--- src/rtl/net_packet_rx_pkg.sv ---
// Shared types for the core-side network packet receiver: packet layout,
// opcodes, instruction word shape and receiver states.
package net_packet_rx_pkg;

   localparam int mask_length_gp    = 8;
   localparam int rd_size_gp        = 5;
   localparam int rs_imm_size_gp    = 5;
   localparam int net_id_width_gp   = 10;
   localparam int net_addr_width_gp = 16;
   localparam int net_data_width_gp = 32;

   typedef enum logic [2:0] {
      NET_NULL  = 3'd0,
      NET_INSTR = 3'd1,
      NET_REG   = 3'd2,
      NET_PC    = 3'd3,
      NET_BAR   = 3'd4
   } net_op_e;

   typedef struct packed {
      logic [5:0]                opcode;
      logic [rd_size_gp-1:0]     rd;
      logic [rs_imm_size_gp-1:0] rs_imm;
   } instruction_s;

   typedef struct packed {
      logic [net_id_width_gp-1:0]   net_id;
      net_op_e                      net_op;
      logic [net_addr_width_gp-1:0] net_addr;
      logic [net_data_width_gp-1:0] net_data;
   } net_packet_s;

   typedef enum logic [1:0] {
      LOAD  = 2'd0,
      DRAIN = 2'd1,
      RUN   = 2'd2
   } rx_state_e;

   // Encodings 5..7 are reserved and flagged as protocol errors.
   function automatic logic net_op_defined(input net_op_e op);
      return op inside {NET_NULL, NET_INSTR, NET_REG, NET_PC, NET_BAR};
   endfunction

endpackage

--- src/rtl/net_packet_rx_reg_write_fifo.sv ---
// Small synchronous FIFO buffering register writes while the core owns the
// register-file write port; a push into a full FIFO lands only alongside a pop.
module reg_write_fifo #(
   parameter int width_p = 37,
   parameter int depth_p = 4
) (
   input  logic               clk,
   input  logic               rst_n,
   input  logic               i_push,
   input  logic [width_p-1:0] i_data,
   input  logic               i_pop,
   output logic [width_p-1:0] o_head,
   output logic               o_full,
   output logic               o_empty
);
   localparam int ptr_width_lp = $clog2(depth_p);
   localparam logic [ptr_width_lp:0] ptr_one_lp = 1;

   logic [width_p-1:0]    r_mem [depth_p];
   logic [ptr_width_lp:0] r_wptr;
   logic [ptr_width_lp:0] r_rptr;
   logic                  w_do_push;
   logic                  w_do_pop;

   // Pointers carry one extra wrap bit so full and empty are distinguishable.
   assign o_empty   = (r_wptr == r_rptr);
   assign o_full    = (r_wptr[ptr_width_lp] != r_rptr[ptr_width_lp]) &&
                      (r_wptr[ptr_width_lp-1:0] == r_rptr[ptr_width_lp-1:0]);
   assign w_do_pop  = i_pop && !o_empty;
   assign w_do_push = i_push && (!o_full || w_do_pop);
   assign o_head    = r_mem[r_rptr[ptr_width_lp-1:0]];

   always_ff @(posedge clk or negedge rst_n) begin
      if (!rst_n) begin
         r_wptr <= '0;
         r_rptr <= '0;
      end else begin
         if (w_do_push) r_wptr <= r_wptr + ptr_one_lp;
         if (w_do_pop)  r_rptr <= r_rptr + ptr_one_lp;
      end
   end

   always_ff @(posedge clk) begin
      if (w_do_push) r_mem[r_wptr[ptr_width_lp-1:0]] <= i_data;
   end

endmodule

--- src/rtl/net_packet_rx.sv ---
// Core-side network packet receiver: filters by core ID and turns packets into
// instruction-memory, register-file, barrier and PC/run updates for the core.
module net_packet_rx
   import net_packet_rx_pkg::*;
#(
   parameter logic [net_id_width_gp-1:0] core_id_p = 10'd1,
   parameter int imem_addr_width_p = 10,
   parameter int rf_addr_width_p   = rs_imm_size_gp,
   parameter int reg_fifo_depth_p  = 4
) (
   input  logic                              clk,
   input  logic                              reset,
   input  logic [$bits(net_packet_s)-1:0]    net_packet_flat_i,
   input  logic                              rf_busy_i,
   input  logic                              halt_i,
   output logic                              imem_wen_o,
   output logic [imem_addr_width_p-1:0]      imem_addr_o,
   output logic [$bits(instruction_s)-1:0]   imem_wdata_o,
   output logic                              rf_wen_o,
   output logic [rf_addr_width_p-1:0]        rf_waddr_o,
   output logic [31:0]                       rf_wdata_o,
   output logic                              pc_wen_o,
   output logic [imem_addr_width_p-1:0]      pc_wdata_o,
   output logic [mask_length_gp-1:0]         barrier_mask_o,
   output logic                              run_o,
   output logic                              drop_o,
   output logic                              protocol_err_o
);
   localparam int entry_width_lp = rf_addr_width_p + 32;

   net_packet_s               w_pkt;
   rx_state_e                 r_state;
   rx_state_e                 w_state_next;
   logic                      w_accept;
   logic                      w_is_instr;
   logic                      w_is_reg;
   logic                      w_is_pc;
   logic                      w_is_bar;
   logic                      w_bad_op;
   logic                      w_load;
   logic                      w_push;
   logic                      w_pop;
   logic                      w_drop;
   logic                      w_err;
   logic                      w_full;
   logic                      w_empty;
   logic [entry_width_lp-1:0] w_head;
   logic                      w_imem_wen;
   logic                      w_pc_wen;
   logic                      w_unused;

   assign w_pkt      = net_packet_s'(net_packet_flat_i);
   assign w_accept   = (w_pkt.net_id == core_id_p);
   assign w_is_instr = w_accept && (w_pkt.net_op == NET_INSTR);
   assign w_is_reg   = w_accept && (w_pkt.net_op == NET_REG);
   assign w_is_pc    = w_accept && (w_pkt.net_op == NET_PC);
   assign w_is_bar   = w_accept && (w_pkt.net_op == NET_BAR);
   assign w_bad_op   = w_accept && !net_op_defined(w_pkt.net_op);
   assign w_load     = (r_state == LOAD);
   assign w_push     = w_is_reg && w_load;
   assign w_pop      = !w_empty && !rf_busy_i;
   assign w_drop     = w_push && w_full && !w_pop;
   assign w_err      = w_bad_op || ((w_is_instr || w_is_reg) && !w_load);
   assign w_unused   = ^w_pkt.net_addr[net_addr_width_gp-1:imem_addr_width_p];

   reg_write_fifo #(
      .width_p (entry_width_lp),
      .depth_p (reg_fifo_depth_p)
   ) u_reg_fifo (
      .clk     (clk),
      .rst_n   (reset),
      .i_push  (w_push),
      .i_data  ({w_pkt.net_addr[rf_addr_width_p-1:0], w_pkt.net_data}),
      .i_pop   (w_pop),
      .o_head  (w_head),
      .o_full  (w_full),
      .o_empty (w_empty)
   );

   assign rf_wen_o   = w_pop;
   assign rf_waddr_o = w_pop ? w_head[entry_width_lp-1:32] : '0;
   assign rf_wdata_o = w_pop ? w_head[31:0] : '0;

   always_ff @(posedge clk or negedge reset) begin
      if (!reset) r_state <= LOAD;
      else        r_state <= w_state_next;
   end

   // DRAIN leaves only on an edge where the FIFO is already seen empty, so the
   // PC load lands the cycle after the last buffered register write retires.
   always_comb begin
      w_state_next = r_state;
      unique case (r_state)
         LOAD:    if (w_is_pc) w_state_next = w_empty ? RUN : DRAIN;
         DRAIN:   if (w_empty) w_state_next = RUN;
         RUN:     if (halt_i)  w_state_next = LOAD;
         default: w_state_next = LOAD;
      endcase
   end

   always_comb begin
      w_imem_wen = w_is_instr && w_load;
      w_pc_wen   = 1'b0;
      unique case (r_state)
         LOAD:    w_pc_wen = w_is_pc && w_empty;
         DRAIN:   w_pc_wen = w_empty;
         RUN:     w_pc_wen = w_is_pc;
         default: w_pc_wen = 1'b0;
      endcase
   end

   always_ff @(posedge clk or negedge reset) begin
      if (!reset) begin
         imem_wen_o     <= 1'b0;
         imem_addr_o    <= '0;
         imem_wdata_o   <= '0;
         pc_wen_o       <= 1'b0;
         pc_wdata_o     <= '0;
         barrier_mask_o <= '0;
         run_o          <= 1'b0;
         drop_o         <= 1'b0;
         protocol_err_o <= 1'b0;
      end else begin
         imem_wen_o <= w_imem_wen;
         if (w_imem_wen) begin
            imem_addr_o  <= w_pkt.net_addr[imem_addr_width_p-1:0];
            imem_wdata_o <= w_pkt.net_data[$bits(instruction_s)-1:0];
         end
         pc_wen_o <= w_pc_wen;
         if (w_is_pc)  pc_wdata_o     <= w_pkt.net_addr[imem_addr_width_p-1:0];
         if (w_is_bar) barrier_mask_o <= w_pkt.net_data[mask_length_gp-1:0];
         run_o <= (w_state_next == RUN);
         if (w_drop) drop_o         <= 1'b1;
         if (w_err)  protocol_err_o <= 1'b1;
      end
   end

endmodule

--- config.mk ---
export PLATFORM = sky130hd
export DESIGN_NAME = net_packet_rx
export DESIGN_NICKNAME = d
export VERILOG_FILES = /design/src/rtl/net_packet_rx_pkg.sv /design/src/rtl/net_packet_rx_reg_write_fifo.sv /design/src/rtl/net_packet_rx.sv
export SDC_FILE = /design/constraint.sdc
export NUM_CORES = 1
export LEC_CHECK = 0
export BUFFER_PORTS_ARGS = -buffer_cell sky130_fd_sc_hd__buf_2
export CAP_MARGIN = 30
export CELL_PAD_IN_SITES_DETAIL_PLACEMENT = 0
export CELL_PAD_IN_SITES_GLOBAL_PLACEMENT = 1
export CORE_ASPECT_RATIO = 1.4
export CORE_UTILIZATION = 45
export DETAILED_ROUTE_END_ITERATION = 8
export PLACE_DENSITY = 0.77
export SYNTH_ARGS = -nofsm -noshare
export SYNTH_HDL_FRONTEND = slang
export SYNTH_SLANG_ARGS = --single-unit
export TNS_END_PERCENT = 30
--- constraint.sdc ---
create_clock -name clk -period 7.3 [get_ports clk]
set_input_delay 1.46 -clock clk [delete_from_list [all_inputs] [get_ports clk]]
set_output_delay 1.46 -clock clk [all_outputs]
set_load 0.02 [all_outputs]
=== Word level (Yosys, flattened, before mapping) ===
Memories as Yosys holds them, arrays and structs flattened.
Cells that the tools add are included.
Widths: inputs -> output; s select.

* Muxes and demuxes: 10
* Bitwise logic cells: 0
* Equality and inequality tests: 11
* Divide/modulo/power cells: 0
* Shifts and indexed selects: 0
* Add/subtract/negate cells: 2
* Multiply operators: 0
* Reduce and logical (&&, ||, !) cells: 27
* Magnitude comparators: 0

{| class="wikitable"
|+ Operators with widths
! cell !! count
|-
| $mux 32 || 1
|-
| $logic_and 1x1->1 || 15
|-
| $eq 10x1->1 const B || 1
|-
| $mux 2 || 4
|-
| $add 3x1->3 const B || 2
|-
| $eq 3x2->1 const B || 2
|-
| $logic_not 1->1 || 6
|-
| $pmux 2 s3 || 1
|-
| $mux 5 || 1
|-
| $reduce_bool 5->1 || 1
|-
| $eq 2x2->1 const B || 2
|-
| $eq 3x1->1 const B || 1
|-
| $eq 3x3->1 || 1
|-
| $eq 3x3->1 const B || 1
|-
| $logic_not 3->1 || 1
|-
| $logic_or 1x1->1 || 3
|-
| $pmux 1 s3 || 1
|-
| $eq 2x1->1 const B || 1
|-
| $eq 2x2->1 || 1
|-
| $logic_not 2->1 || 1
|-
| $mux 1 || 2
|-
| $ne 1x1->1 || 1
|}

* Logic and storage cells: 63
* Bits in latches: 0
* Output and inout port bits: 87
* ROM bits: 0
* Bits of input ports: 65
* Memories: 1
* Memory bits (writable): 148
* Register bits: 57

{| class="wikitable"
|+ Memories
! name !! words !! bits a word !! read ports !! clocked after Yosys merged registers in !! write ports !! RTL line !! RTL
|-
| u_reg_fifo.r_mem || 4 || 37 || 1 || 0 || 1 || net_packet_rx_reg_write_fifo.sv:19 || <nowiki>logic [width_p-1:0] r_mem [depth_p];</nowiki>
|}

=== Longest topological paths before layout ===
* Depth after elaboration: 8
* Mapped depth: 6
* Gate-level depth less buffers: 4

=== Hierarchy ===
Synthesis repeated with hierarchy kept, for this count alone.

* Cells, all modules: 412
* Area total of the unflattened synthesis: 8034.0 µm²

{| class="wikitable"
|+ Modules (own cells, without submodules)
! module !! sequential area each (µm²) !! area each (µm²) !! cells an instance !! times used
|-
| reg_write_fifo || 4594.4 || 5766.8 || 240 || 1
|-
| net_packet_rx || 1276.2 || 2267.2 || 172 || 1
|}

=== Worst setup path before layout ===
No wires, ideal clock.

* Kind: in2reg
* Start point: input port net_packet_flat_i[52]
* End point: memory u_reg_fifo.r_mem[0][0], enable pin
* Setup slack: 3.061 ns
* Cell stages on the path: 5
* Arrival time: 3.841 ns
* Data required time: 6.902 ns
* Cell sequence: or4b_1 > nor4_1 > and3_1 > clkbuf_1 > and2_1

* Word-level cells in the longest chain between the ends: 6

{| class="wikitable"
|+ Ends and longest elaborated chain
! element !! RTL line !! RTL
|-
| start, declared || net_packet_rx.sv:13 || <nowiki>input logic [$bits(net_packet_s)-1:0] net_packet_flat_i,</nowiki>
|-
| $eq 10x1->1 || net_packet_rx.sv:53 || <nowiki>assign w_accept = (w_pkt.net_id == core_id_p);</nowiki>
|-
| $logic_and 1x1->1 || net_packet_rx.sv:55 || <nowiki>assign w_is_reg = w_accept && (w_pkt.net_op == NET_REG);</nowiki>
|-
| $logic_and 1x1->1 || net_packet_rx.sv:60 || <nowiki>assign w_push = w_is_reg && w_load;</nowiki>
|-
| $logic_and 1x1->1 || net_packet_rx_reg_write_fifo.sv:30 || <nowiki>assign w_do_push = i_push && (!o_full || w_do_pop);</nowiki>
|-
| $mux 1 || net_packet_rx_reg_write_fifo.sv:44 || <nowiki>if (w_do_push) r_mem[r_wptr[ptr_width_lp-1:0]] <= i_data;</nowiki>
|-
| $mux 1 (not written as such) || net_packet_rx_reg_write_fifo.sv:44 ||
|-
| end, declared || net_packet_rx_reg_write_fifo.sv:19 ||
|}

Every way passes these cells.

=== Final worst setup path ===
* Start point: register u_reg_fifo.r_rptr[0]
* End point: output port rf_wen_o

* Word-level cells in the longest chain between the ends: 3

{| class="wikitable"
|+ Ends and longest elaborated chain
! element !! RTL line !! RTL
|-
| start, declared || net_packet_rx_reg_write_fifo.sv:21 || <nowiki>logic [ptr_width_lp:0] r_rptr;</nowiki>
|-
| start signal, assigned || net_packet_rx_reg_write_fifo.sv:39 || <nowiki>if (w_do_pop) r_rptr <= r_rptr + ptr_one_lp;</nowiki>
|-
| $eq 3x3->1 || net_packet_rx_reg_write_fifo.sv:26 || <nowiki>assign o_empty = (r_wptr == r_rptr);</nowiki>
|-
| $logic_not 1->1 || net_packet_rx.sv:61 || <nowiki>assign w_pop = !w_empty && !rf_busy_i;</nowiki>
|-
| $logic_and 1x1->1 || net_packet_rx.sv:61 ||
|-
| end, declared || net_packet_rx.sv:19 || <nowiki>output logic rf_wen_o,</nowiki>
|}

Every way passes these cells.

==> results.md <==
- Count leader, synth: edfxtp_1
- Drc violations: 0
- Prevailing post-synth register cell: edfxtp_1
- Starting Density: 46.2%
- Hold path start: protocol_err_o$_DFFE_PN0P_
- Antenna Violating Nets Remaining: 0
- Final total power: 0.00297 W
- Largest area contributor in the netlist: edfxtp_1
- Layout Skew: 0.00504 ns
- EDFF count, synth: 148
- Final setup violation count: 0
- GP Congestion: 0.719
- Seq/Total Area, Yosys: 73.0%
- Ports: 152
- Placeable Area: 17400 um^2
- Top post-synthesis cells by count: edfxtp_1, dfrtp_1, and3_1
- Die height: 160 um
- Number of max-cap violations: 0
- Actual slew at the worst max-slew pin: 0.851 ns
- Count of buffer and inverter cells on the critical path: 3
- Post-Route WL: 15.8 mm
- Crit start category: flip-flop
- FF+latch count, synth: 205
- Worst-path cell chain: xnor2_1 > nand3b_1 > buf_4 > nand2_1 > inv_1 > buf_2
- Leak Pwr: 4.16 nW
- Peak VDD IR: 0.000169 V
- Multi-input logic area: 2040 um^2
- Mapped Area: 8040 um^2
- First drt pass iteration count: 4
- PD cells: 304 nW/um^2
- Max FO, Critical Path: 40
- Post-DP HPWL: 9.92 mm
- Max-slew headroom: 43.2%
- Largest net degree at the start of global routing: 58
- Instance count of the mapped netlist: 399
- Fin crit share: approximately 63%
- Syn. warnings: 0
- Routed len/inst: 19.8 um
- Post-CTS sizing: 0
- Total GRT Usage: 17.9%
- Vias in the first global route: 4604
- Yosys top cell area share: 55.3%
- Mapped Avg Cell Area: 20.1 um^2
- DR vias/cell: 5.20
- Die width: 115 um
- Outcome: completed
- First-pass GRT wire length: 25.0 mm
- DRT iter0 DRCs: ~230
- Fill cells: 1397
- Clock Sinks: 205
- Port bufs: 145
- Unrepaired setup endpoints after global routing: false
- Cell family with most CP delay: flip-flops
- Hold Path Cell Cnt: 1
- Crit-path slowest cell: dfrtp_4
- Std-Cell Rows: 57
- Nets@finish: ~620
- CTS tree: built
- Hold endpoint: protocol_err_o$_DFFE_PN0P_
- Clock Pin Slew Worst Setup and Hold Paths: 0.06 ns
- Hold Crit Class: reg2reg
- Gr ovfl total: 0
- CTS root buffer: clkbuf_16
- H-tree depth: 1
- Async set-reset flop share out of synthesis: 27.8%
- Min Hold Slack: 0.476 ns
- Detailed-route via count: approximately 4200
- Critical path class: reg2out
- ANT cells: 0
- Layout cells sized above 1: 49.0%
- Fin. max-slew vios: 0
- Final Util: 56.1%
- Worst R2R Start: u_reg_fifo.r_rptr[0]$_DFFE_PN0P_
- FF+latch area: 5880 um^2
- Hold buffers post-CTS: 0
- Worst reg-to-reg setup slack: 4.39 ns
- Initial antenna violation count: 0
- Die ar.: 18400 um^2
- Required time of the critical path: approximately 5.8 ns
- F_max: 217 MHz
- Element type at the critical path end: output port
- Post-route setup TNS: 0 ns
- Reg2reg path depth: 5
- Dominant cells by area after synthesis: edfxtp_1, dfrtp_1, mux4_2, mux2_4, and3_1
- CTS max path bufs: 3
- Net Count, Synth: 469
- Layout area overhead: 21.5%
- Post CTS Setup Buffer Count: 0
- Arrival time at the worst endpoint: 3.16 ns
- Final Hold Fails: 0
- Synth unique cells: 33
- Clock latency on the worst-skew pair: around 0.48 ns
- Crit path time final: between 4 and 5 ns
- Max incr delay on CP: 0.98 ns
- Worst R2R End: u_reg_fifo.r_rptr[1]$_DFFE_PN0P_
- Total CTS buffers: 19
-- routing by layer --
layer,vias up,GRT usage (%),wire length (um)
met5,-,0,0
met4,0,5.43,240
met3,17,3.04,685
met2,103,33.1,8710
met1,2164,20.8,6190
li1,1879,-,-
-- report_power, final --
group | total [W] | leakage (nW) | internal (W) | switching [W]
clock network | 0.00104 | 0.332 | 0.000639 | 0.000406
logic | 0.000576 | 1.72 | 0.000301 | 0.000275
registers | 0.00135 | 2.11 | 0.00126 | 0.0000878
-- through the flow --
stage          setup WS (ns)  cell area, um^2  std cells
3_5_place_dp            3.08             9090        767
3_3_place_gp            3.03             8980        762
2_1_floorplan           3.06             8040        399
5_1_grt                 2.38             9760        801
6_report                2.68             9760        801
4_1_cts                 2.56             9760        801
-- cells in the final DEF (no fill, tap or decap), types with 3 or more instances in the layout --
master and n:
edfxtp_1 148, mux2_4 27, nand2_1 4, buf_2 145, clkinv_2 3, and3_1 39
clkbuf_1 3, mux4_2 37, buf_4 4, ha_1 5, inv_1 5, bufinv_16 3
xnor2_1 5, and2_2 4, clkbuf_16 20, buf_12 4, clkbuf_8 3, mux2_2 19
dfrtp_1 55
-- worst max path at each step --
stage                                           from                          endpoint  slack, ns  cells after the start
floorplan                      net_packet_flat_i[52]  u_reg_fifo.r_mem[0][0]$_DFFE_PP_       3.06                      5
global placement    u_reg_fifo.r_rptr[1]$_DFFE_PN0P_                          rf_wen_o       3.03                      6
detailed placement  u_reg_fifo.r_rptr[0]$_DFFE_PN0P_                          rf_wen_o       3.08                      6
CTS                 u_reg_fifo.r_rptr[0]$_DFFE_PN0P_                          rf_wen_o       2.56                      6
global route        u_reg_fifo.r_rptr[0]$_DFFE_PN0P_                          rf_wen_o       2.38                      6
finish              u_reg_fifo.r_rptr[0]$_DFFE_PN0P_                          rf_wen_o       2.68                      6
-- registers in the layout, indices dropped and copies added (netlist names) --
signal / count
u_reg_fifo.r_mem: 148
imem_wdata_o: 16
imem_addr_o: 10
pc_wdata_o: 10
barrier_mask_o: 8
u_reg_fifo.r_rptr: 3
u_reg_fifo.r_wptr: 3
r_state: 2
drop_o: 1
imem_wen_o: 1
pc_wen_o: 1
protocol_err_o: 1
run_o: 1
-- logic make-up after synthesis --
logic type / after synthesis / synth area share [%]
muxes: 83 / 18.1
xor gates and xnor gates: 7 / 0.763
AOI/OAI and AO/OA: 8 / 0.669
adders and majority gates: 5 / 0.778
buffers and inverters: 27 / 1.67
and+or+nand+nor: 64 / 5.01
DFF: 205 / 73.0
-- layout make-up --
type | instances | area share [%]
Inverter | 5 | 0.192
Multi-Input combinational cell | 167 | 20.9
Clock buffer | 26 | 5.66
Clock inverter | 8 | 1.20
Sequential cell | 205 | 60.2
Tap cell | 236 | 3.02
Timing Repair Buffer | 154 | 8.84
-- worst register-to-register path: cells and delay by family, from the launching register on --
family | cells | cell delay, ns
xor gates and xnor gates | 1 | 0.23
muxes | 1 | 0.34
buffers and inverters | 1 | 0.48
and+or+nand+nor | 2 | 0.77
DFF | 1 | 0.98
Power figures use the tool's default switching activity.
